### config.mk
export PLATFORM = sky130hd
export DESIGN_NAME = pc_sequencer
export DESIGN_NICKNAME = d
export VERILOG_FILES = /design/src/rtl/pc_sequencer.sv
export SDC_FILE = /design/constraint.sdc
export NUM_CORES = 1
export LEC_CHECK = 0
export CORE_MARGIN = 2
export CORE_UTILIZATION = 42
export DETAILED_ROUTE_END_ITERATION = 10
export PLACE_DENSITY_LB_ADDON = 0.12
export SLEW_MARGIN = 20
export SYNTH_ARGS = -nofsm -noshare
export SYNTH_HDL_FRONTEND = slang
export SYNTH_SLANG_ARGS = --single-unit
### constraint.sdc
create_clock -name clk -period 2.6 [get_ports clk]
set_input_delay 0.65 -clock clk [delete_from_list [all_inputs] [get_ports clk]]
set_output_delay 0.65 -clock clk [all_outputs]
set_load 0.1 [all_outputs]
### src/rtl/pc_sequencer.sv
// pc_sequencer: registered program counter with step, branch, jump,
// call/return through a circular return-address stack, and stall.
//
// Ports:
//   clk, reset        rising-edge clock, synchronous active-high reset
//   stall             hold pc, RAS and flags; requests are dropped
//   branch_en/offset  pc <- pc + offset (two's complement, wraps)
//   jump_en/target    pc <- target; with call_en, push pc + STEP
//   ret_en            pop RAS into pc (pc + STEP and underflow if empty)
//   pc, pc_plus_step  fetch address and its combinational successor
//   ras_empty/full    decoded from the entry count
//   ras_overflow      sticky: push while full
//   ras_underflow     sticky: pop while empty
module pc_sequencer #(
    parameter int                     WIDTH        = 16,
    parameter int                     STEP         = 1,
    parameter logic [WIDTH-1:0]       RESET_VECTOR = '0,
    parameter int                     RAS_DEPTH    = 4
) (
    input  logic             clk,
    input  logic             reset,
    input  logic             stall,
    input  logic             branch_en,
    input  logic [WIDTH-1:0] branch_offset,
    input  logic             jump_en,
    input  logic [WIDTH-1:0] jump_target,
    input  logic             call_en,
    input  logic             ret_en,
    output logic [WIDTH-1:0] pc,
    output logic [WIDTH-1:0] pc_plus_step,
    output logic             ras_empty,
    output logic             ras_full,
    output logic             ras_overflow,
    output logic             ras_underflow
);

    localparam int PTR_W = $clog2(RAS_DEPTH);
    localparam int CNT_W = PTR_W + 1;

    localparam logic [WIDTH-1:0] STEP_W   = WIDTH'(STEP);
    localparam logic [CNT_W-1:0] CNT_FULL = CNT_W'(RAS_DEPTH);
    localparam logic [PTR_W-1:0] PTR_LAST = PTR_W'(RAS_DEPTH - 1);

    logic [WIDTH-1:0] rasMem [RAS_DEPTH];
    logic [PTR_W-1:0] topPtr;
    logic [CNT_W-1:0] rasCount;
    logic [PTR_W-1:0] pushPtr;

    assign pc_plus_step = pc + STEP_W;
    assign ras_empty    = (rasCount == '0);
    assign ras_full     = (rasCount == CNT_FULL);

    // The slot above top is free when not full and holds the oldest
    // entry when full, so a push always writes there and advances top.
    assign pushPtr = topPtr + 1'b1;

    always_ff @(posedge clk) begin
        if (reset) begin
            pc            <= RESET_VECTOR;
            topPtr        <= PTR_LAST;
            rasCount      <= '0;
            ras_overflow  <= 1'b0;
            ras_underflow <= 1'b0;
        end else if (!stall) begin
            if (ret_en) begin
                if (ras_empty) begin
                    pc            <= pc_plus_step;
                    ras_underflow <= 1'b1;
                end else begin
                    pc       <= rasMem[topPtr];
                    topPtr   <= topPtr - 1'b1;
                    rasCount <= rasCount - 1'b1;
                end
            end else if (jump_en) begin
                pc <= jump_target;
                if (call_en) begin
                    rasMem[pushPtr] <= pc_plus_step;
                    topPtr          <= pushPtr;
                    if (ras_full) begin
                        ras_overflow <= 1'b1;
                    end else begin
                        rasCount <= rasCount + 1'b1;
                    end
                end
            end else if (branch_en) begin
                pc <= pc + branch_offset;
            end else begin
                pc <= pc_plus_step;
            end
        end
    end

endmodule

==> impl_metrics.prom, run 1 <==
# TYPE chip_impl_metric gauge
chip_impl_metric{name="arrival",unit="ns"} 2.05
chip_impl_metric{name="timing.critical_path.required",unit="ns"} 1.95
chip_impl_metric{name="postSynthAreaPerCell",unit="um^2"} 11.0
chip_impl_metric{name="post_dp_cell_area",unit="um^2"} 6650
chip_impl_metric{name="ys_async_sr_fraction",unit=""} 0
chip_impl_metric{name="groute.usage.overall",unit=""} 0.227
chip_impl_metric{name="layout.area.seq",unit="um^2"} 2470
chip_impl_metric{name="dp_hpwl",unit="um"} 10500
chip_impl_metric{name="clk_pin_slew_worst_paths",unit="ns"} 0.07
chip_impl_metric{name="static-leakage-power",unit="nW"} 2.86
chip_impl_metric{name="insertedDiodeCount",unit=""} 0
chip_impl_metric{name="final_max_slew_viol_count",unit=""} 0
chip_impl_info{name="worst_path_max_delay_cell",value="sky130_fd_sc_hd__or4_4"} 1
chip_impl_metric{name="multi_input_area",unit="um^2"} 2620
chip_impl_info{name="rsz_0062_raised_after_global_routing",value="true"} 1
chip_impl_metric{name="post_route_antenna_net_violation_count",unit=""} 0
chip_impl_metric{name="synth_enable_flop_cells",unit=""} 64
chip_impl_metric{name="cts-hold-fix-buffers",unit=""} 0
chip_impl_metric{name="die_x",unit="um"} 113
chip_impl_metric{name="grt-ovfl-total",unit=""} 0
chip_impl_metric{name="yosys_warnings",unit=""} 0
chip_impl_info{name="cts_root_buffer",value="sky130_fd_sc_hd__clkbuf_16"} 1
chip_impl_info{name="status",value="finished, violations left"} 1
chip_impl_metric{name="fraction_of_layout_cells_with_a_size_suffix_above_1",unit=""} 0.360
chip_impl_metric{name="globalplace.congestion",unit=""} 0.925
chip_impl_metric{name="initial_utilization",unit=""} 0.434
chip_impl_metric{name="area_delta_synth_final",unit="%"} 45.0
chip_impl_metric{name="core_area",unit="um^2"} 11500
chip_impl_metric{name="setup_tns",unit="ns"} -0.142
chip_impl_metric{name="timing.slew.headroom",unit=""} 0.651
chip_impl_info{name="startpoint_type",value="flip-flop"} 1
chip_impl_metric{name="synthesis.nets",unit=""} 513
chip_impl_metric{name="io-pin-count",unit=""} 75
chip_impl_metric{name="pwr_density_cell",unit="nW/um^2"} 601
chip_impl_info{name="yosys.cell_count.top_type",value="sky130_fd_sc_hd__edfxtp_1"} 1
chip_impl_metric{name="route.detailed.wl_per_inst",unit="um"} 18.6
chip_impl_metric{name="timing.max_cap.violations",unit=""} 0
chip_impl_metric{name="design.final.nets",unit=""} 670
chip_impl_metric{name="cp_num_buf_inv",unit=""} 1
chip_impl_metric{name="grt_start_max_net_pins",unit=""} 23
chip_impl_metric{name="synth.ff_latch_count",unit=""} 89
chip_impl_metric{name="dr_total_vias",unit=""} 4259
chip_impl_metric{name="max_fanout_on_critical_path",unit=""} 4
chip_impl_metric{name="utilization",unit=""} 0.629
chip_impl_info{name="worst_hold_path_type",value="reg -> reg"} 1
chip_impl_metric{name="cpPeakStageDelay",unit="ns"} 0.46
chip_impl_metric{name="max_freq",unit="GHz"} 0.371
chip_impl_metric{name="final.period_utilization",unit=""} 1.04
chip_impl_info{name="violated_checks",value="DRC, setup timing"} 1
chip_impl_metric{name="n_fill_cell",unit=""} 948
chip_impl_metric{name="drt_drc_violations_left",unit=""} 4
chip_impl_metric{name="finClkSkew",unit="ns"} 0.0109
chip_impl_info{name="synth.area.top_cells",value="sky130_fd_sc_hd__edfxtp_1 38%, sky130_fd_sc_hd__dfxtp_1 10%, sky130_fd_sc_hd__mux4_2 7.2%, sky130_fd_sc_hd__ha_1 5.0%, sky130_fd_sc_hd__nand2_1 3.6%"} 1
chip_impl_metric{name="cts-buffers-inserted",unit=""} 9
chip_impl_metric{name="first_pass_iters",unit=""} 8
chip_impl_metric{name="netlist-cell-type-count",unit=""} 67
chip_impl_metric{name="synth_cells",unit=""} 452
chip_impl_metric{name="grt_pass1_vias",unit=""} 4272
chip_impl_metric{name="vias_per_cell",unit=""} 5.63
chip_impl_metric{name="grt_first_pass_wirelength",unit="um"} 22200
chip_impl_info{name="timing_worst_setup_path_type",value="reg -> out"} 1
chip_impl_metric{name="grt_antenna_before_repair",unit=""} 0
chip_impl_info{name="synth_top_area_cell",value="sky130_fd_sc_hd__edfxtp_1"} 1
chip_impl_metric{name="final_cells",unit=""} 757
chip_impl_metric{name="clock_sinks",unit=""} 89
chip_impl_metric{name="finalWorstPathRequiredPeriod",unit="ns"} 2.70
chip_impl_info{name="synth-main-ff-cell",value="sky130_fd_sc_hd__edfxtp_1"} 1
chip_impl_metric{name="wire_length_after_detailed_routing",unit="um"} 14100
chip_impl_metric{name="final_cell_area",unit="um^2"} 7240
chip_impl_info{name="tritoncts",value="yes"} 1
chip_impl_metric{name="worst_skew_late_latency",unit="ns"} 0.34
chip_impl_metric{name="worstMarginPinSlew",unit="ns"} 0.523
chip_impl_info{name="crit_chain",value="ha_4 -> nand2_2 -> or2_4 -> or4_4 -> xnor2_4 -> buf_12"} 1
chip_impl_metric{name="syn_area",unit="um^2"} 4990
chip_impl_metric{name="cts.htree.levels",unit=""} 3
chip_impl_metric{name="placement.io_buffers",unit=""} 74
chip_impl_info{name="path_delay_family",value="simple AND/OR/NAND/NOR gates"} 1
chip_impl_metric{name="finalSetupViolations",unit=""} 2
chip_impl_metric{name="netlist.area_leader.share",unit=""} 0.385
chip_impl_metric{name="finalHoldViolCount",unit=""} 0
chip_impl_metric{name="num_rows",unit=""} 39
chip_impl_info{name="worst_setup_path_end_kind",value="primary output"} 1
chip_impl_metric{name="ctsLongestPathBuffers",unit=""} 2
chip_impl_metric{name="yosysSeqAreaShare",unit=""} 0.485
chip_impl_metric{name="post-layout-total-power",unit="mW"} 4.35
chip_impl_metric{name="drt_first_iter_violations",unit=""} 274
chip_impl_metric{name="die-area",unit="um^2"} 12800
chip_impl_metric{name="place_inst",unit=""} 718
chip_impl_metric{name="postLayoutSetupSlackWorst",unit="ns"} -0.0952
chip_impl_metric{name="die_h",unit="um"} 113
chip_impl_info{name="ranking_of_synthesized_cells_by_instance_count",value="64 x sky130_fd_sc_hd__edfxtp_1, 48 x sky130_fd_sc_hd__nand2_1, 34 x sky130_fd_sc_hd__a21oi_1, 33 x sky130_fd_sc_hd__nor2_1, 27 x sky130_fd_sc_hd__o21ai_0"} 1
chip_impl_metric{name="irDropWorstVdd",unit="V"} 0.000573
[final timing paths]
| kind | slack (ns) | endpoint | from | cells past startpoint |
|---|---|---|---|---|
| worst max-delay path | -0.1 | pc_plus_step[12] | pc[1] | 6 |
| worst min-delay path | 0.50 | ras_overflow | ras_overflow | 1 |
| worst max register to register | 0.09 | pc[6] | pc[0] | 9 |
| worst min register to register | 0.50 | ras_overflow | ras_overflow | 1 |
[cell usage in the layout (no fill, tap or decap), types with 8 or more instances in the layout]
master and count:
sky130_fd_sc_hd__dfxtp_1 10, sky130_fd_sc_hd__mux4_2 16, sky130_fd_sc_hd__ha_1 18, sky130_fd_sc_hd__nand3_1 8, sky130_fd_sc_hd__nor2_1 31, sky130_fd_sc_hd__buf_4 109
sky130_fd_sc_hd__o21ai_0 25, sky130_fd_sc_hd__clkdlybuf4s50_1 35, sky130_fd_sc_hd__dfxtp_4 10, sky130_fd_sc_hd__nand2_1 47, sky130_fd_sc_hd__clkbuf_16 9, sky130_fd_sc_hd__o211ai_1 8
sky130_fd_sc_hd__xnor2_1 8, sky130_fd_sc_hd__inv_1 15, sky130_fd_sc_hd__buf_12 20, sky130_fd_sc_hd__a21oi_1 34, sky130_fd_sc_hd__edfxtp_1 64, sky130_fd_sc_hd__xor2_1 8
[sequential cells by signal (all words and copies together) (netlist names), named ones only]
| register | count |
|---|---|
| rasMem | 64 |
| ras_underflow | 1 |
| ras_overflow | 1 |
| pc | 16 |
| rasCount | 3 |
| topPtr | 2 |
[worst register-to-register path, stage by stage (launching register included)]
cell and delay [ns]:
sky130_fd_sc_hd__dfxtp_4 0.36, sky130_fd_sc_hd__buf_4 0.15, sky130_fd_sc_hd__ha_2 0.19, sky130_fd_sc_hd__fa_2 0.36
sky130_fd_sc_hd__a21o_1 0.20, sky130_fd_sc_hd__a311oi_4 0.28, sky130_fd_sc_hd__nor2_1 0.10, sky130_fd_sc_hd__xor2_1 0.14
sky130_fd_sc_hd__a2111oi_0 0.43, sky130_fd_sc_hd__a2111oi_0 0.14
[area by class of cell]
cell class | count | area share
clock buffers | 10 | 0.0316
clock inverters | 6 | 0.00916
repair buffers | 167 | 0.220
well taps | 143 | 0.0247
flip-flops and latches | 89 | 0.341
inverters | 20 | 0.0119
multi-input cells | 322 | 0.362
[routing by layer]
metal  up-vias  wire length, um  GRT usage
met5         -                0          0
met2       128             7150      0.382
met3        26              641     0.0418
met1      2072             5940      0.292
li1       2033                -          -
met4         0              372     0.0878
[power breakdown]
part | internal [mW] | total (mW) | switching [mW]
combinational | 0.564 | 1.43 | 0.867
sequential | 1.57 | 1.63 | 0.0617
clock | 0.748 | 1.29 | 0.537
[repair_timing]
action / CTS / global route
resized for setup: 21 / 8
endpoints found under the setup margin: 14 / 12
buffers inserted: 9 / 14
pin swaps: 22 / 7
[per-stage QoR]
step | setup slack [ns] | hold slack (ns)
final | -0.0952 | 0.501
after global routing | -0.133 | 0.521
after floorplan | -0.270 | 0.487
after global placement | -0.639 | 0.461
after detailed placement | -0.648 | 0.478
after CTS | -0.0969 | 0.503
[cells by family (layout without fill, tap and decap cells)]
kind of cell	Yosys count	in the layout	synth area share
AO/OA/AOI/OAI	124	124	0.166
multiplexers	21	21	0.0827
adder cells (fa/ha/maj)	22	22	0.0581
AND/OR/NAND/NOR	127	127	0.119
flip-flops	89	89	0.485
buffers and inverters	41	203	0.0361
XOR/XNOR	28	28	0.0529
Note: power is estimated with default switching activity, not from simulation.
==> inputs of run 2 (changes only) <==
--- a/config.mk
+++ b/config.mk
@@ -7,6 +7,7 @@
 export LEC_CHECK = 0
 export CORE_MARGIN = 2
 export CORE_UTILIZATION = 42
+export CTS_BUF_LIST = sky130_fd_sc_hd__clkbuf_16
 export DETAILED_ROUTE_END_ITERATION = 10
 export PLACE_DENSITY_LB_ADDON = 0.12
 export SLEW_MARGIN = 20
==> run 2 against run 1 <==
Effect of this change:
- the flow still finishes with violations (DRC, setup timing)
- register-to-register slack about the same
- total power about the same
- clock skew unchanged
- critical path depth unchanged
- via count unchanged
- global-route usage unchanged
- wire length about the same
- worst hold slack unchanged
- critical path type unchanged
- critical endpoint unchanged
- highest routed layer unchanged
==> impl_metrics.prom, run 2 (synthesis results as in run 1) <==
# TYPE chip_impl_metric gauge
chip_impl_info{name="mostFrequentLayoutCell",value="sky130_fd_sc_hd__buf_4"} 1
chip_impl_metric{name="die_x",unit="um"} 113
chip_impl_metric{name="dp_hpwl",unit="um"} 10500
chip_impl_info{name="worst_hold_path.endpoint",value="ras_overflow"} 1
chip_impl_metric{name="drt_first_iter_violations",unit=""} 274
chip_impl_metric{name="min_path_cells",unit=""} 1
chip_impl_metric{name="finalWorstPathRequiredPeriod",unit="ns"} 2.70
chip_impl_info{name="worst_hold_path_type",value="reg -> reg"} 1
chip_impl_info{name="rsz_0062_raised_after_global_routing",value="true"} 1
chip_impl_metric{name="finClkSkew",unit="ns"} 0.0109
chip_impl_info{name="cts_root_buffer",value="sky130_fd_sc_hd__clkbuf_16"} 1
chip_impl_metric{name="comb_power_share",unit=""} 0.329
chip_impl_metric{name="share_seq_of_total_power",unit=""} 0.376
chip_impl_info{name="path_delay_family",value="simple AND/OR/NAND/NOR gates"} 1
chip_impl_metric{name="grt_start_max_net_pins",unit=""} 23
chip_impl_metric{name="grt_first_pass_wirelength",unit="um"} 22200
chip_impl_metric{name="globalplace.congestion",unit=""} 0.925
chip_impl_metric{name="drt_drc_violations_left",unit=""} 4
chip_impl_metric{name="irDropWorstVdd",unit="V"} 0.000573
chip_impl_metric{name="initial_utilization",unit=""} 0.434
chip_impl_metric{name="placement.io_buffers",unit=""} 74
chip_impl_metric{name="final_max_slew_viol_count",unit=""} 0
chip_impl_metric{name="final_cell_area",unit="um^2"} 7240
chip_impl_metric{name="die_h",unit="um"} 113
chip_impl_info{name="crit_chain",value="ha_4 -> nand2_2 -> or2_4 -> or4_4 -> xnor2_4 -> buf_12"} 1
chip_impl_info{name="timing.hold.worst.start",value="ras_overflow"} 1
chip_impl_metric{name="number_of_cell_instances_on_the_worst_register_to_register_path",unit=""} 9
chip_impl_metric{name="first_pass_iters",unit=""} 8
chip_impl_metric{name="postLayoutSetupSlackWorst",unit="ns"} -0.0952
chip_impl_info{name="timing_worst_setup_path_type",value="reg -> out"} 1
chip_impl_metric{name="insertedDiodeCount",unit=""} 0
chip_impl_metric{name="timing.slew.headroom",unit=""} 0.651
chip_impl_metric{name="power.share.switching",unit=""} 0.337
chip_impl_metric{name="finalHoldViolCount",unit=""} 0
chip_impl_metric{name="cpPeakStageDelay",unit="ns"} 0.46
chip_impl_metric{name="post_route_antenna_net_violation_count",unit=""} 0
chip_impl_metric{name="ctsLongestPathBuffers",unit=""} 2
chip_impl_info{name="registers.top_by_ff_count",value="rasMem"} 1
chip_impl_metric{name="grt-ovfl-total",unit=""} 0
chip_impl_metric{name="timing.max_cap.violations",unit=""} 0
chip_impl_metric{name="final.period_utilization",unit=""} 1.04
chip_impl_metric{name="die-area",unit="um^2"} 12800
chip_impl_metric{name="arrival",unit="ns"} 2.05
chip_impl_metric{name="num_rows",unit=""} 39
chip_impl_metric{name="static-leakage-power",unit="nW"} 2.86
chip_impl_metric{name="groute.usage.overall",unit=""} 0.227
chip_impl_metric{name="switchingPower",unit="mW"} 1.47
chip_impl_info{name="worst_setup_path_end_kind",value="primary output"} 1
chip_impl_info{name="worstReg2RegStart",value="pc[0]"} 1
chip_impl_metric{name="cts.htree.levels",unit=""} 3
chip_impl_metric{name="dr_total_vias",unit=""} 4259
chip_impl_metric{name="timing.hold.ws",unit="ns"} 0.501
chip_impl_metric{name="r2r_setup_slack",unit="ns"} 0.09
chip_impl_metric{name="core_area",unit="um^2"} 11500
chip_impl_metric{name="wire_length_after_detailed_routing",unit="um"} 14100
chip_impl_metric{name="place_inst",unit=""} 718
chip_impl_metric{name="max_fanout_on_critical_path",unit=""} 4
chip_impl_metric{name="worstMarginPinSlew",unit="ns"} 0.523
chip_impl_metric{name="max_freq",unit="GHz"} 0.371
chip_impl_info{name="violated_checks",value="DRC, setup timing"} 1
chip_impl_metric{name="post_dp_cell_area",unit="um^2"} 6650
chip_impl_metric{name="internal-power",unit="mW"} 2.88
chip_impl_metric{name="power.share.clock",unit=""} 0.295
chip_impl_metric{name="timing.critical_path.required",unit="ns"} 1.95
chip_impl_metric{name="clk_pin_slew_worst_paths",unit="ns"} 0.07
chip_impl_metric{name="vias_per_cell",unit=""} 5.63
chip_impl_metric{name="grt_pass1_vias",unit=""} 4272
chip_impl_info{name="reg_to_reg_critical_path_endpoint",value="pc[6]"} 1
chip_impl_metric{name="finalSetupViolations",unit=""} 2
chip_impl_info{name="status",value="finished, violations left"} 1
chip_impl_metric{name="final_cells",unit=""} 757
chip_impl_metric{name="area_delta_synth_final",unit="%"} 45.0
chip_impl_metric{name="design.final.nets",unit=""} 670
chip_impl_metric{name="grt_antenna_before_repair",unit=""} 0
chip_impl_metric{name="fraction_of_layout_cells_with_a_size_suffix_above_1",unit=""} 0.360
chip_impl_metric{name="utilization",unit=""} 0.629
chip_impl_metric{name="worst_skew_late_latency",unit="ns"} 0.34
chip_impl_metric{name="cp_num_buf_inv",unit=""} 1
chip_impl_metric{name="io-pin-count",unit=""} 75
chip_impl_info{name="final_cell_mix",value="109 x sky130_fd_sc_hd__buf_4, 64 x sky130_fd_sc_hd__edfxtp_1, 47 x sky130_fd_sc_hd__nand2_1"} 1
chip_impl_metric{name="clock_sinks",unit=""} 89
chip_impl_metric{name="pwr_density_cell",unit="nW/um^2"} 600
chip_impl_metric{name="route.detailed.wl_per_inst",unit="um"} 18.6
chip_impl_info{name="tritoncts",value="yes"} 1
chip_impl_metric{name="largest_register_ff_count",unit=""} 64
chip_impl_info{name="worst_path_max_delay_cell",value="sky130_fd_sc_hd__or4_4"} 1
chip_impl_info{name="startpoint_type",value="flip-flop"} 1
chip_impl_info{name="largest_registers",value="rasMem: 64 flops, pc: 16 flops, rasCount: 3 flops"} 1
chip_impl_metric{name="cts-buffers-inserted",unit=""} 9
-- run 2: per-layer routing --
metal / vias to the layer above / share of wire / routed length, um / track usage
met2: 128 / 0.51 / 7150 / 0.382
met4: 0 / 0.026 / 372 / 0.0878
met3: 26 / 0.045 / 641 / 0.0418
met1: 2072 / 0.42 / 5940 / 0.292
met5: - / 0 / 0 / 0
li1: 2033 / - / - / -
-- run 2: per-stage QoR --
stage               setup WS, ns  TNS [ns]  total power, mW
detailed placement        -0.648     -5.36             3.02
CTS                      -0.0969    -0.138             4.33
finish                   -0.0952    -0.142             4.35
floorplan                 -0.270    -0.921             2.54
global route              -0.133    -0.553             4.51
global placement          -0.639     -5.12             3.01
-- run 2: timing repair --
item | 4_1_cts | 5_1_grt
resized for setup | 21 | 8
pin swaps | 22 | 7
endpoints found under the setup margin | 14 | 12
hold buffers | 0 | 0
hold endpoints to repair | 0 | 0
setup buffers | 9 | 14
-- run 2: worst max-delay path by stage --
| stage | from | endpoint | depth (start not counted) |
|---|---|---|---|
| 5_1_grt | pc[1] | pc_plus_step[12] | 6 |
| 3_3_place_gp | branch_offset[0] | pc[10] | 10 |
| 4_1_cts | pc[1] | pc_plus_step[12] | 6 |
| 2_1_floorplan | pc[1] | pc_plus_step[12] | 5 |
| 6_report | pc[1] | pc_plus_step[12] | 6 |
| 3_5_place_dp | branch_offset[0] | pc[10] | 10 |
-- run 2: area by class of cell --
class	count	area, um^2
inverters	20	86.3
well taps	143	179
clock buffers	9	225
multi-input cells	322	2620
clock inverters	7	70.1
repair buffers	167	1600
fillers	948	4280
flip-flops and latches	89	2470
-- run 2: power groups by stage --
stage               Sequential, mW  Clock (mW)  Combinational, mW
floorplan                     1.83           0              0.712
global placement              1.67           0               1.34
detailed placement            1.67           0               1.35
CTS                           1.64        1.30               1.39
global route                  1.64        1.36               1.52
finish                        1.63        1.28               1.43
==> inputs of run 3 (changes only) <==
--- a/config.mk
+++ b/config.mk
@@ -5,6 +5,7 @@
 export SDC_FILE = /design/constraint.sdc
 export NUM_CORES = 1
 export LEC_CHECK = 0
+export CAP_MARGIN = 25
 export CORE_MARGIN = 2
 export CORE_UTILIZATION = 42
 export CTS_BUF_LIST = sky130_fd_sc_hd__clkbuf_16
==> results of run 3 <==
Final layout, timing and power as in run 2 (identical DEF).
